$ cat src/rtl/instr_fetch.sv
// RV32I fetch stage: PC, credit-limited imem requests, in-order response buffer and redirect drain.
// Optional FETCH_BYPASS_EN: a response into an empty buffer is forwarded to decode in the same cycle.
module instr_fetch #(
    parameter logic [31:0] RESET_PC   = 32'h0000_0000,
    parameter int unsigned FIFO_DEPTH = 2
) (
    input  logic        clk,
    input  logic        rst_n,
    input  logic        redirect_valid,
    input  logic [31:0] redirect_pc,
    output logic        imem_req_valid,
    output logic [31:0] imem_req_addr,
    input  logic        imem_req_ready,
    input  logic        imem_resp_valid,
    input  logic [31:0] imem_resp_data,
    output logic        instr_valid,
    output logic [31:0] instr,
    output logic [31:0] instr_pc,
    input  logic        instr_ready
);
    localparam int unsigned PTR_W = (FIFO_DEPTH > 1) ? $clog2(FIFO_DEPTH) : 1;
    localparam int unsigned CNT_W = PTR_W + 1;
    localparam int unsigned SUM_W = CNT_W + 1;

    typedef enum logic [1:0] {S_BOOT, S_RUN, S_DRAIN} state_t;

    state_t           r_state;
    logic [31:0]      r_pc;
    logic [CNT_W-1:0] r_outstanding;
    logic [CNT_W-1:0] r_drop;
    logic [CNT_W-1:0] r_count;
    logic [PTR_W-1:0] r_wptr;
    logic [PTR_W-1:0] r_rptr;
    logic [PTR_W-1:0] r_tag_wptr;
    logic [PTR_W-1:0] r_tag_rptr;
    logic [31:0]      r_fifo_data [FIFO_DEPTH];
    logic [31:0]      r_fifo_pc   [FIFO_DEPTH];
    logic [31:0]      r_tag       [FIFO_DEPTH];

    logic             w_req_hs;
    logic             w_resp_keep;
    logic             w_fifo_empty;
    logic             w_credit;
    logic             w_push;
    logic             w_pop;
    logic [CNT_W-1:0] w_out_nxt;
    logic [CNT_W-1:0] w_drop_nxt;
    logic [1:0]       w_unused_redirect_lsbs;

    assign w_unused_redirect_lsbs = redirect_pc[1:0];

    // Credit covers both in-flight requests and buffered entries so the buffer can never overflow.
    assign w_credit       = (SUM_W'(r_outstanding) + SUM_W'(r_count)) < SUM_W'(FIFO_DEPTH);
    assign imem_req_valid = (r_state == S_RUN) && w_credit && !redirect_valid;
    assign imem_req_addr  = r_pc;
    assign w_req_hs       = imem_req_valid && imem_req_ready;

    // Responses are stale while draining or when a redirect lands in the same cycle.
    assign w_resp_keep  = imem_resp_valid && !redirect_valid && (r_drop == '0);
    assign w_fifo_empty = (r_count == '0);
    assign w_out_nxt    = r_outstanding + CNT_W'(w_req_hs) - CNT_W'(imem_resp_valid);
    assign w_drop_nxt   = r_drop - CNT_W'(imem_resp_valid);

`ifdef FETCH_BYPASS_EN
    logic w_bypass;
    assign w_bypass    = w_fifo_empty && w_resp_keep;
    assign instr_valid = (!w_fifo_empty || w_bypass) && !redirect_valid;
    assign instr       = w_bypass ? imem_resp_data : r_fifo_data[r_rptr];
    assign instr_pc    = w_bypass ? r_tag[r_tag_rptr] : r_fifo_pc[r_rptr];
    assign w_push      = w_resp_keep && !(w_bypass && instr_ready);
    assign w_pop       = !w_fifo_empty && instr_valid && instr_ready;
`else
    assign instr_valid = !w_fifo_empty && !redirect_valid;
    assign instr       = r_fifo_data[r_rptr];
    assign instr_pc    = r_fifo_pc[r_rptr];
    assign w_push      = w_resp_keep;
    assign w_pop       = instr_valid && instr_ready;
`endif

    always_ff @(posedge clk or negedge rst_n) begin
        if (!rst_n) begin
            r_state       <= S_BOOT;
            r_pc          <= RESET_PC;
            r_outstanding <= '0;
            r_drop        <= '0;
            r_count       <= '0;
            r_wptr        <= '0;
            r_rptr        <= '0;
            r_tag_wptr    <= '0;
            r_tag_rptr    <= '0;
            for (int unsigned i = 0; i < FIFO_DEPTH; i++) begin
                r_fifo_data[i] <= '0;
                r_fifo_pc[i]   <= '0;
                r_tag[i]       <= '0;
            end
        end else begin
            r_outstanding <= w_out_nxt;

            // Tag queue tracks every in-flight request, including ones that will be dropped.
            if (w_req_hs) begin
                r_tag[r_tag_wptr] <= r_pc;
                r_tag_wptr        <= r_tag_wptr + PTR_W'(1);
            end
            if (imem_resp_valid) begin
                r_tag_rptr <= r_tag_rptr + PTR_W'(1);
            end

            if (redirect_valid) begin
                r_pc    <= {redirect_pc[31:2], 2'b00};
                r_wptr  <= '0;
                r_rptr  <= '0;
                r_count <= '0;
            end else begin
                if (w_req_hs) begin
                    r_pc <= r_pc + 32'd4;
                end
                if (w_push) begin
                    r_fifo_data[r_wptr] <= imem_resp_data;
                    r_fifo_pc[r_wptr]   <= r_tag[r_tag_rptr];
                    r_wptr              <= r_wptr + PTR_W'(1);
                end
                if (w_pop) begin
                    r_rptr <= r_rptr + PTR_W'(1);
                end
                r_count <= r_count + CNT_W'(w_push) - CNT_W'(w_pop);
            end

            case (r_state)
                S_BOOT: r_state <= S_RUN;
                S_RUN: begin
                    if (redirect_valid && (w_out_nxt != '0)) begin
                        r_drop  <= w_out_nxt;
                        r_state <= S_DRAIN;
                    end
                end
                S_DRAIN: begin
                    r_drop <= w_drop_nxt;
                    if (w_drop_nxt == '0) begin
                        r_state <= S_RUN;
                    end
                end
                default: r_state <= S_BOOT;
            endcase
        end
    end
endmodule

$ cat config.mk
export PLATFORM = sky130hd
export DESIGN_NAME = instr_fetch
export DESIGN_NICKNAME = d
export VERILOG_FILES = /design/src/rtl/instr_fetch.sv
export SDC_FILE = /design/constraint.sdc
export NUM_CORES = 1
export LEC_CHECK = 0
export ABC_CLOCK_PERIOD_IN_PS = 3100
export CORE_AREA = 5 5 182 140
export CTS_CLUSTER_DIAMETER = 40
export CTS_CLUSTER_SIZE = 40
export DETAILED_ROUTE_END_ITERATION = 7
export DIE_AREA = 0 0 187 145
export GPL_TIMING_DRIVEN = 0
export PLACE_DENSITY = 0.71
export SYNTH_ARGS = -nofsm -noshare
export SYNTH_HDL_FRONTEND = slang
export SYNTH_SLANG_ARGS = --single-unit
$ cat constraint.sdc
create_clock -name clk -period 3.1 [get_ports clk]
set_clock_uncertainty 0.05 [all_clocks]
set_input_delay 0.62 -clock clk [delete_from_list [all_inputs] [get_ports clk]]
set_output_delay 0.62 -clock clk [all_outputs]
set_load 0.01 [all_outputs]
Yosys cells after proc, flatten, opt, wreduce, memory -nomap -nowiden:

Index checks and enable logic that the tools add are counted.

* $mul: 0
* mux-type cells: 28
* magnitude comparators: 7
* shifts and indexed selects: 0
* bitwise operators: 5
* equal/unequal tests: 4
* div/mod/pow operators: 0
* add/sub/neg operators: 11
* reduce and logical (&&, ||, !) cells: 24

Operator list (count)
* $mux 32: 13
* $bwmux 64: 3
* $demux 32 s1: 2
* $add 32x3->32 const B: 1
* $logic_and 1x1->1: 10
* $reduce_bool 2->1: 5
* $ge 2x2->1 const B: 4
* $logic_not 2->1: 4
* $mux 2: 4
* $not 1->2: 4
* $pmux 2 s3: 1
* $reduce_and 2->1: 3
* $sub 2x1->2: 3
* $add 1x1->1 const B: 4
* $add 2x1->2: 2
* $lt 2x1->1 const B: 2
* $mux 1: 4
* $pmux 2 s2: 1
* $add 2x2->3: 1
* $lt 3x2->1 const B: 1
* $eq 2x1->1 const B: 1
* $eq 2x2->1 const B: 1
* $logic_not 1->1: 2
* $ne 2x1->1 const B: 1
* other kinds (2): 2

* logic and storage cells: 94
* register bits after elaboration: 236
* bits in writable memories: 0
* output and inout port bits: 98
* bits of input ports: 70
* memories kept: 0
* bits in read-only memories: 0
* bits in latches: 0

Depth between registers and ports, before layout:

* depth after elaboration: 11
* gate-level depth with buffers: 15
* mapped depth without buffers: 13

Worst setup path before layout:

No wires, ideal clock.

* path kind: register to register
* from: register r_outstanding[0]
* to: register r_state[1]
* setup time: 119 ps
* data required time: 2931 ps
* path slack: 63 ps
* buffers on the path: 2
* arrival time: 2868 ps
* clock period less this slack: 3037 ps
* stages on the path, launching flop included: 15
* cells stage by stage: dfrtp_1 -> and2_1 -> fa_1 -> nor4b_2 -> and2_1 -> buf_6 -> inv_2 -> clkbuf_1 -> ha_1 -> inv_1 -> ha_1 -> xnor2_1 -> xnor2_1 -> o21ai_0 -> a21bo_2

* word-level cells in the longest chain between the ends: 11

Ends and longest elaborated chain
* from (decl): RTL line 29 `logic [CNT_W-1:0] r_outstanding;`
* from (signal assigned): RTL line 97 `r_outstanding <= w_out_nxt;`
* $add 2x2->3: RTL line 53 `assign w_credit = (SUM_W'(r_outstanding) + SUM_W'(r_count)) < SUM_W'(FIFO_DEPTH);`
* $lt 3x2->1: RTL line 53
* $logic_and 1x1->1 (2 in a row): RTL line 54 `assign imem_req_valid = (r_state == S_RUN) && w_credit && !redirect_valid;`
* $logic_and 1x1->1: RTL line 56 `assign w_req_hs = imem_req_valid && imem_req_ready;`
* $add 2x1->2 *: RTL line 61 `assign w_out_nxt = r_outstanding + CNT_W'(w_req_hs) - CNT_W'(imem_resp_valid);`
* $sub 2x1->2 *: RTL line 61
* named net w_out_nxt[1]: RTL line 46 `logic [CNT_W-1:0] w_out_nxt;`
* $reduce_bool 2->1 *: RTL line 131 `if (redirect_valid && (w_out_nxt != '0)) begin`
* $logic_and 1x1->1 *: RTL line 131
* $ne 2x1->1 (no line) *
* $reduce_and 2->1 (no line) *
* to (signal assigned): RTL line 129 `S_BOOT: r_state <= S_RUN;`
* to (signal assigned): RTL line 133 `r_state <= S_DRAIN;`
* to (signal assigned): RTL line 139 `r_state <= S_RUN;`
* to (decl): RTL line 27 `state_t r_state;`

Mark *: on every way through the listed nets, which the timed path passes. The rest lies on a longest branch.
A chain may end at the register's enable or synchronous reset.

Final worst setup path:

* from: register r_rptr
* to: output port instr_pc[17]

* word-level cells in the longest chain between the ends: 4

Ends and longest elaborated chain
* from (decl): RTL line 33 `logic [PTR_W-1:0] r_rptr;`
* from (signal assigned): RTL line 123 `r_rptr <= r_rptr + PTR_W'(1);`
* $not 1->2 (not written as such): RTL line 75 `assign instr_pc = r_fifo_pc[r_rptr];`
* $mux 32 (not written as such) (3 in a row): RTL line 75
* to (decl): RTL line 18 `output logic [31:0] instr_pc,`

Every way passes these cells. The select of a mux whose other input is x is not followed.

==> metrics.txt <==
# DRC=0; first-pass iteration count of the detailed router=7; CP max stage delay=roughly 0.54 ns; final setup fails=0; Slew @ Worst Pin=0.866 ns; Power Dens Cells=between 1000 and 1500 mW/mm2; Post-Syn Area=0.0104 mm2; buffer and inverter count on the worst path=2; die width=between 150 and 200 um; CP top delay family=buffers and inverters; Seq cells post-synth=~230; # rows=49; critical path fanouts, max=10; grt total ovfl=0; CP Data Required Time=2.43 ns; port buffer count=161; slowest CP cell=clkdlybuf4s50_1; Post-synth top flop=dfrtp_1; core area=between 0.02 and 0.025 mm2; peak supply drop=0.539 mV; CP arrival=between 2 and 2.5 ns; Startpoint Class=flop; hold slack final=approximately 0.083 ns; pin count of the biggest net entering global routing=around 120; final setup TNS=0 ns; CTS clk-pin slew, worst paths=around 0.070 ns; clk root buf=clkbuf_16; Seq/Total Area, Yosys=between 50% and 60%; routability cong.=slightly above 0.9; WL final=around 27,000 um; initial antenna violation count=0; Syn Area/Cell=roughly 12 um2; most frequent cells in the layout=dfrtp_1 (225), clkdlybuf4s50_1 (159), mux2_2 (151); crit path time final=just under 3 ns; total power=about 14 mW; final hold vios=0; Mapped Cells=roughly 850; fmax=about 340 MHz; H-tree Lvls=1; async set or reset register ratio after synthesis=between 90% and 100%; layout cell share with drive strength beyond 1=roughly 28%; Yosys cell types=55; Avg Vias per Cell=5.42; commonest non-fill, non-tap cell in the layout=dfrtp_1; Layout area overhead=31.2%; Hold Path Class=input pin to async pin; first-pass GRT wire length=around 43,000 um; dpl hpwl=18,600 um; max-cap viol count=0; # fillers=between 1,500 and 2,000; DR vias=roughly 7,500; # IOs=about 170; Clock Sinks=around 230; antenna-violating nets left=0; vias in the first global route=roughly 7,600; drt initial violations=545; n_diodes=0; Starting Density=around 44%; fin crit share=96.1%; EDFF count, synth=0; status=finished, final reports clean; Worst setup EP type=primary output; CP Class=flop to primary output; worst rel slew slack=a little over two fifths; R2R setup slack=0.12 ns; Die ar.=0.0271 mm2; Routed wire per std cell=19.4 um; clk_lat worst skew=roughly 0.54 ns; CTS tree=yes; Final Max Slew Viols=0; clk buf depth=3; Die Span Y=145 um; Leak Pwr=roughly 6 nW; worst path cell trace=clkbuf_2 -> mux2_2 -> clkdlybuf4s50_1; Nets=approximately 1,100; # hold bufs at CTS=0; total track usage=19.4%; Synth warnings=0; TritonCTS Buffers=28
==> worst register-to-register path, cell delays in order (launching register included) <==
cell and delay (ns):
dfrtp_1 0.39, and2_4 0.16, fa_1 0.48, nor4b_4 0.29, and2_1 0.19, buf_6 0.13
clkinv_8 0.06, ha_4 0.26, inv_2 0.04, ha_4 0.16, xnor2_4 0.20, xnor2_4 0.10
o21ai_0 0.13, a21bo_2 0.23
==> cell families after synthesis <==
family | count (synthesis) | share of synthesized area, %
other | 1 | 0.0361
adders and majority gates | 7 | 0.915
DFF | 226 | 54.4
xor gates and xnor gates | 8 | 0.674
AOI/OAI and AO/OA | 129 | 7.49
muxes | 213 | 23.8
and+or+nand+nor | 202 | 9.57
buffers and inverters | 63 | 3.08
==> flip-flops by register name, summed over array words and instances (netlist names) <==
signal	cells
r_outstanding	2
r_tag	60
r_rptr	1
r_state	2
r_wptr	1
r_tag_rptr	1
r_fifo_pc	60
imem_req_addr	30
r_fifo_data	64
r_count	2
r_drop	2
r_tag_wptr	1
==> report_power, final <==
group / switching [mW] / total (mW) / internal, mW
Combinational: 2.09 / 4.99 / 2.91
Clock: 1.39 / 3.58 / 2.20
Sequential: 0.815 / 5.07 / 4.26
==> cell usage after synthesis (3+ instances only) <==
master    instances  area [um2]
or2_2             3        18.8
xnor2_1           5        43.8
buf_2            16        80.1
mux2i_1          32         320
and2_1            5        31.3
nand3_1          22         110
ha_1              6        75.1
nor4_1            4        25.0
nor2b_1           4        25.0
mux2_4           30         450
nor3_1            6        30.0
buf_4             5        37.5
or3_1             3        18.8
clkbuf_1         25        93.8
buf_6             6        67.6
and3_1            3        18.8
a21oi_1          38         190
mux2_2          151        1700
a31oi_1           3        18.8
a21o_1            3        22.5
dfrtp_1         226        5660
nand2_1          76         285
o211ai_1         14         105
o21ai_0          48         240
xor2_1            3        26.3
nand4_1           8        50.1
nor2_1           51         191
a221o_1           6        60.1
inv_1            10        37.5
o311ai_0          5        43.8
==> layout make-up <==
| type | instances | area [um2] | area share, % |
|---|---|---|---|
| Sequential cell | 226 | 5660 | 41.5 |
| Multi-Input combinational cell | 563 | 4500 | 33.0 |
| Timing Repair Buffer | 173 | 1730 | 12.7 |
| Clock buffer | 30 | 739 | 5.42 |
| Tap cell | 306 | 383 | 2.81 |
| Clock inverter | 21 | 299 | 2.19 |
| Buffer | 50 | 279 | 2.05 |
| Inverter | 11 | 53.8 | 0.395 |
==> metal layers <==
metal	share of wire, %	GRT usage [%]
met1	48	29.4
met2	42	28.6
met3	8.3	5.07
met4	1.5	3.03
met5	0	0
==> path summary, 6_finish.rpt <==
path,to,cells after the start,startpoint
worst max-delay path,instr_pc[17],3,r_rptr$_DFFE_PN0P_
worst min-delay path,r_fifo_data[27]$_DFFE_PN0P_,1,rst_n
worst max register to register,r_state[1]$_DFFE_PN0P_,13,r_count[0]$_DFF_PN0_
worst min register to register,r_fifo_pc[9]$_DFFE_PN0P_,2,r_fifo_pc[9]$_DFFE_PN0P_
max in group asynchronous,r_rptr$_DFFE_PN0P_,2,rst_n
min in group clk,r_fifo_pc[9]$_DFFE_PN0P_,2,r_fifo_pc[9]$_DFFE_PN0P_
==> stage by stage <==
stage | instances | utilization (%) | setup slack [ns] | area [um2]
3_3_place_gp | 1319 | 52.6 | -8.29 | 12400
6_report | 1380 | 57.9 | 0.121 | 13600
4_1_cts | 1373 | 57.4 | -0.0312 | 13500
3_5_place_dp | 1320 | 52.8 | -0.787 | 12400
2_1_floorplan | 852 | - | 0.0633 | 10400
5_1_grt | 1380 | 57.9 | -0.0276 | 13600
==> repair_timing <==
item                                    CTS  global route
endpoints found under the setup margin   64             6
cloned                                    0             0
gates resized for setup                  13             9
buffers inserted                          4             7
pin swaps                                 4            11
(Power assumes the default switching activity.)
==> RTL change 1: new RTL, same flow settings <==
Re-encode `state_t` (3 states) as one-hot, 3 bits wide.
--- a/src/rtl/instr_fetch.sv
+++ b/src/rtl/instr_fetch.sv
@@ -22,7 +22,7 @@
     localparam int unsigned CNT_W = PTR_W + 1;
     localparam int unsigned SUM_W = CNT_W + 1;
 
-    typedef enum logic [1:0] {S_BOOT, S_RUN, S_DRAIN} state_t;
+    typedef enum logic [2:0] {S_BOOT = 3'b001, S_RUN = 3'b010, S_DRAIN = 3'b100} state_t;
 
     state_t           r_state;
     logic [31:0]      r_pc;
Behaviour: same outputs for any inputs over 4 cycles, from zero or initial values and one cycle with rst_n low; so few cycles prove little.
==> RTL change 1 against the original RTL <==
  * Area after synthesis is 1.2% lower
  * Cell count is 0.36% higher
  * Final area shrank 0.38%
  * Critical path depth increased by 9
  * Setup slack lost 120 ps
  * Via count is essentially flat
  * Power down 12%
  * Routed wire length fell by 2.2%
  * Sequential cell count up 1
  * Largest power group unchanged
  * Highest routed layer unchanged
==> RTL change 1: results (changes against the original RTL) <==
** Detailed routing
- The number of violations reported at the end of detailed-routing iteration 0 was 520 (was 545).
- Met2 wire length :: 11300 µm (was 11400 µm)
- The total iterations of the first detailed-routing run came to 5 (was 7).
- The post-detailed-route via-to-cell ratio was 5.41 (was 5.42).
- The met1 layer wirelength in the final routing is 12600 µm (was 12800 µm).
- The wire length per cell was 18.9 µm (was 19.4 µm).

** STA
- Relative max-transition margin :: 0.463 (was 0.423)
- Worst hold-check slack :: 422 ps (was 83.5 ps)

** Synthesis
- The mean instance size in the synthesized netlist is 12.1 µm² (was 12.2 µm²).
- Register area share after synthesis :: 0.554 (was 0.544)
- Biggest area contributors in the synthesized netlist :: dfrtp_1, mux2_2, mux2i_1, nand2_1, o21ai_0 (was dfrtp_1, mux2_2, mux2_4, mux2i_1, nand2_1)
- Yosys top cell area share :: 0.551 (was 0.544)

** Clocking
- Number of buffers inserted during clock tree synthesis :: 30 (was 28)

** Finish
- Post-layout net count :: 1132 (was 1130)
- Share of post-route cells with drive strength above 1 :: 0.274 (was 0.279)

** Place
- The number of cells after detailed placement is 1321 (was 1320).
- The final weighted congestion of routability-driven global placement came to 0.855 (was 0.908).
- Detailed placer's ending HPWL :: 18400 µm (was 18600 µm)
- Post-placement worst setup slack :: -589 ps (was -787 ps)

** Global routing
- Maximum number of pins on one net before global-route repair :: 98 (was 115)
- Global-route wire length before repair :: 42500 µm (was 43200 µm)
- Via count of the first global-routing pass :: 7657 (was 7602)

** Power
- Seq pwr :: 4.49 mW (was 5.07 mW)
- The leakage power figure is 6.02 nW (was 6.03 nW).
- Part of the power in combinational logic :: 0.321 (was 0.366)
- Reported net switching power :: 3.53 mW (was 4.29 mW)

** Run status
- Outcome :: finished clean (unchanged)

** Critical path
- The start point of the critical path is r_count[0] (was r_rptr).
- Worst-path cell with the longest stage delay :: fa_1 (was clkdlybuf4s50_1)
RTL change 1: cell types whose count changed in the layout (fill, tap and decap cells not counted), sizes merged, moves of 4 or more:
cell,unedited run,this run
clkbuf,53,62
inv,18,10
and3,4,9
o311ai,6,11
clkinvlp,4,8
nand4,8,12
RTL change 1: critical path: cells and delay by family (launching register included):
| family | cells | cell delay (ps) |
|---|---|---|
| AND/OR/NAND/NOR | 4 | 840 |
| adder cells (fa/ha/maj) | 3 | 910 |
| AO/OA/AOI/OAI | 1 | 340 |
| buffers and inverters | 2 | 110 |
| flip-flops | 1 | 410 |
| XOR/XNOR | 2 | 310 |
RTL change 1: per-layer routing:
| metal | GRT usage | vias up |
|---|---|---|
| met3 | 0.0427 | 41 |
| met5 | 0 | - |
| met4 | 0.0381 | 0 |
| met1 | 0.292 | 3707 |
| li1 | - | 3454 |
| met2 | 0.280 | 285 |
RTL change 1: cells by family after synthesis:
| group | count (synthesis) | share of synthesized area |
|---|---|---|
| AO/OA/AOI/OAI | 125 | 0.0738 |
| XOR/XNOR | 12 | 0.0102 |
| adder cells (fa/ha/maj) | 7 | 0.00926 |
| buffers and inverters | 65 | 0.0293 |
| flip-flops | 227 | 0.554 |
| multiplexers | 216 | 0.233 |
| other | 1 | 0.000365 |
| AND/OR/NAND/NOR | 196 | 0.0907 |
RTL change 1: area by class of cell:
class                           instances  area share
Clock inverter                         21      0.0200
Clock buffer                           35      0.0597
Tap cell                              306      0.0282
Buffer                                 52      0.0189
Inverter                               10     0.00368
Timing Repair Buffer                  174       0.130
Sequential cell                       227       0.418
Multi-Input combinational cell        560       0.322
RTL change 1: timing repair:
action                                  CTS  global route
hold endpoints to repair                 54             0
buffers inserted                          4             6
resized for setup                        13            18
endpoints found under the setup margin   63            11
pin swaps                                 3            11
hold buffers                              1             0
==> RTL change 2: new RTL, same flow settings <==
Made on the original files. Build with the macro `FETCH_BYPASS_EN` defined.
--- a/src/rtl/instr_fetch.sv
+++ b/src/rtl/instr_fetch.sv
@@ -1,5 +1,7 @@
 // RV32I fetch stage: PC, credit-limited imem requests, in-order response buffer and redirect drain.
 // Optional FETCH_BYPASS_EN: a response into an empty buffer is forwarded to decode in the same cycle.
+`define FETCH_BYPASS_EN
+
 module instr_fetch #(
     parameter logic [31:0] RESET_PC   = 32'h0000_0000,
     parameter int unsigned FIFO_DEPTH = 2
Formal check against the unedited RTL: not equivalent (a bounded check fails within 4 cycles, from zero or initial values and one cycle with rst_n low).
==> RTL change 2 against the original RTL <==
  * The run now ends with setup timing left
  * Routed wire length up 15%
  * First-iteration DRC count rose by 4.0%
  * Power up 4.5%
  * Area after synthesis up 4.9%
  * Clock power up 9.8%
  * Sequential cell count stayed put
  * Final area increased by 7.2%
  * Combinational power increased by 8.8%
  * Critical path type unchanged
  * Setup slack worse by 320 ps
  * Die area unchanged
  * Register-to-register slack lost 150 ps
==> RTL change 2: results (changes against the original RTL) <==
** STA
- The setup slack of the critical path after layout was -203 ps (was 121 ps).
- Final count of negative-setup-slack endpoints :: 66 (was 0)
- Worst hold-check slack :: 436 ps (was 83.5 ps)
- The transition time of the tightest slew-check pin is 740 ps (was 866 ps).

** Run status
- Violated checks :: setup timing
- Outcome: complete, but fails checks (was finished clean).

** Detailed routing
- The total number of vias came to 8609 (was 7482).
- The number of violations reported at the end of detailed-routing iteration 0 was 567 (was 545).

** Finish
- Share of post-route cells with drive strength above 1 :: 0.364 (was 0.279)
- The number of fillers in the final layout was 1926 (was 1935).

** Min path
- The worst hold-check path type was flop to flop (was input pin to async pin).

** Clocking
- Number of buffers inserted during clock tree synthesis :: 31 (was 28)

** Critical path
- Flop2flop setup slack :: -30 ps (was 120 ps)
- Count of cells along the worst register-to-register path :: 14 (was 13)
- CP max FO :: 6 (was 10)
- The capturing element of the worst setup path is instr_pc[13] (was instr_pc[17]).
- Worst-path cell with the longest stage delay :: or4b_4 (was clkdlybuf4s50_1)
- Critical R2R Capture :: r_drop[0] (was r_state[1])
- The biggest cell delay along the critical path came to 590 ps (was 540 ps).

** Power
- The leakage power figure was 6.52 nW (was 6.03 nW).

** Synthesis
- Register area share after synthesis :: 0.519 (was 0.544)
- Biggest area contributors in the synthesized netlist :: dfrtp_1, mux2_2, mux2i_1, a21oi_1, nor2_1 (was dfrtp_1, mux2_2, mux2_4, mux2i_1, nand2_1)

** Global routing
- The met3 track utilization from global routing was 0.0423 (was 0.0507).
- The met1 track demand over resource in global routing was 0.320 (was 0.294).
- Total global-route track usage :: 0.215 (was 0.194)

** Place
- Post-detailed-placement cell area :: 13000 µm² (was 12400 µm²)
[RTL change 2: worst max-delay path, delay by kind of cell (launching register included)]
family                 cells  cell delay, ps
AOI/OAI and AO/OA          1              70
buffers and inverters      3             500
DFF                        1             390
and+or+nand+nor            3            1110
[RTL change 2: kinds of logic after synthesis]
family          share of synthesized area
buf+inv                            0.0418
compound gates                      0.102
xor+xnor                          0.00724
mux                                 0.216
other cells                      0.000344
flops                               0.519
simple gates                        0.105
fa+ha+maj                         0.00873
[RTL change 2: area by class of cell]
cell class	instances	area share
inverter	10	0.00291
sequential	226	0.387
tap	306	0.0262
clock inverter	25	0.0256
timing repair buffer	180	0.110
clock buffer	32	0.0534
multi-input combinational	685	0.357
buffer	66	0.0374
[RTL change 2: per-layer routing]
metal	share of wire	vias to the layer above
met1	0.47	4352
met4	0.013	0
met2	0.46	276
met5	0	-
met3	0.061	39
li1	-	3942
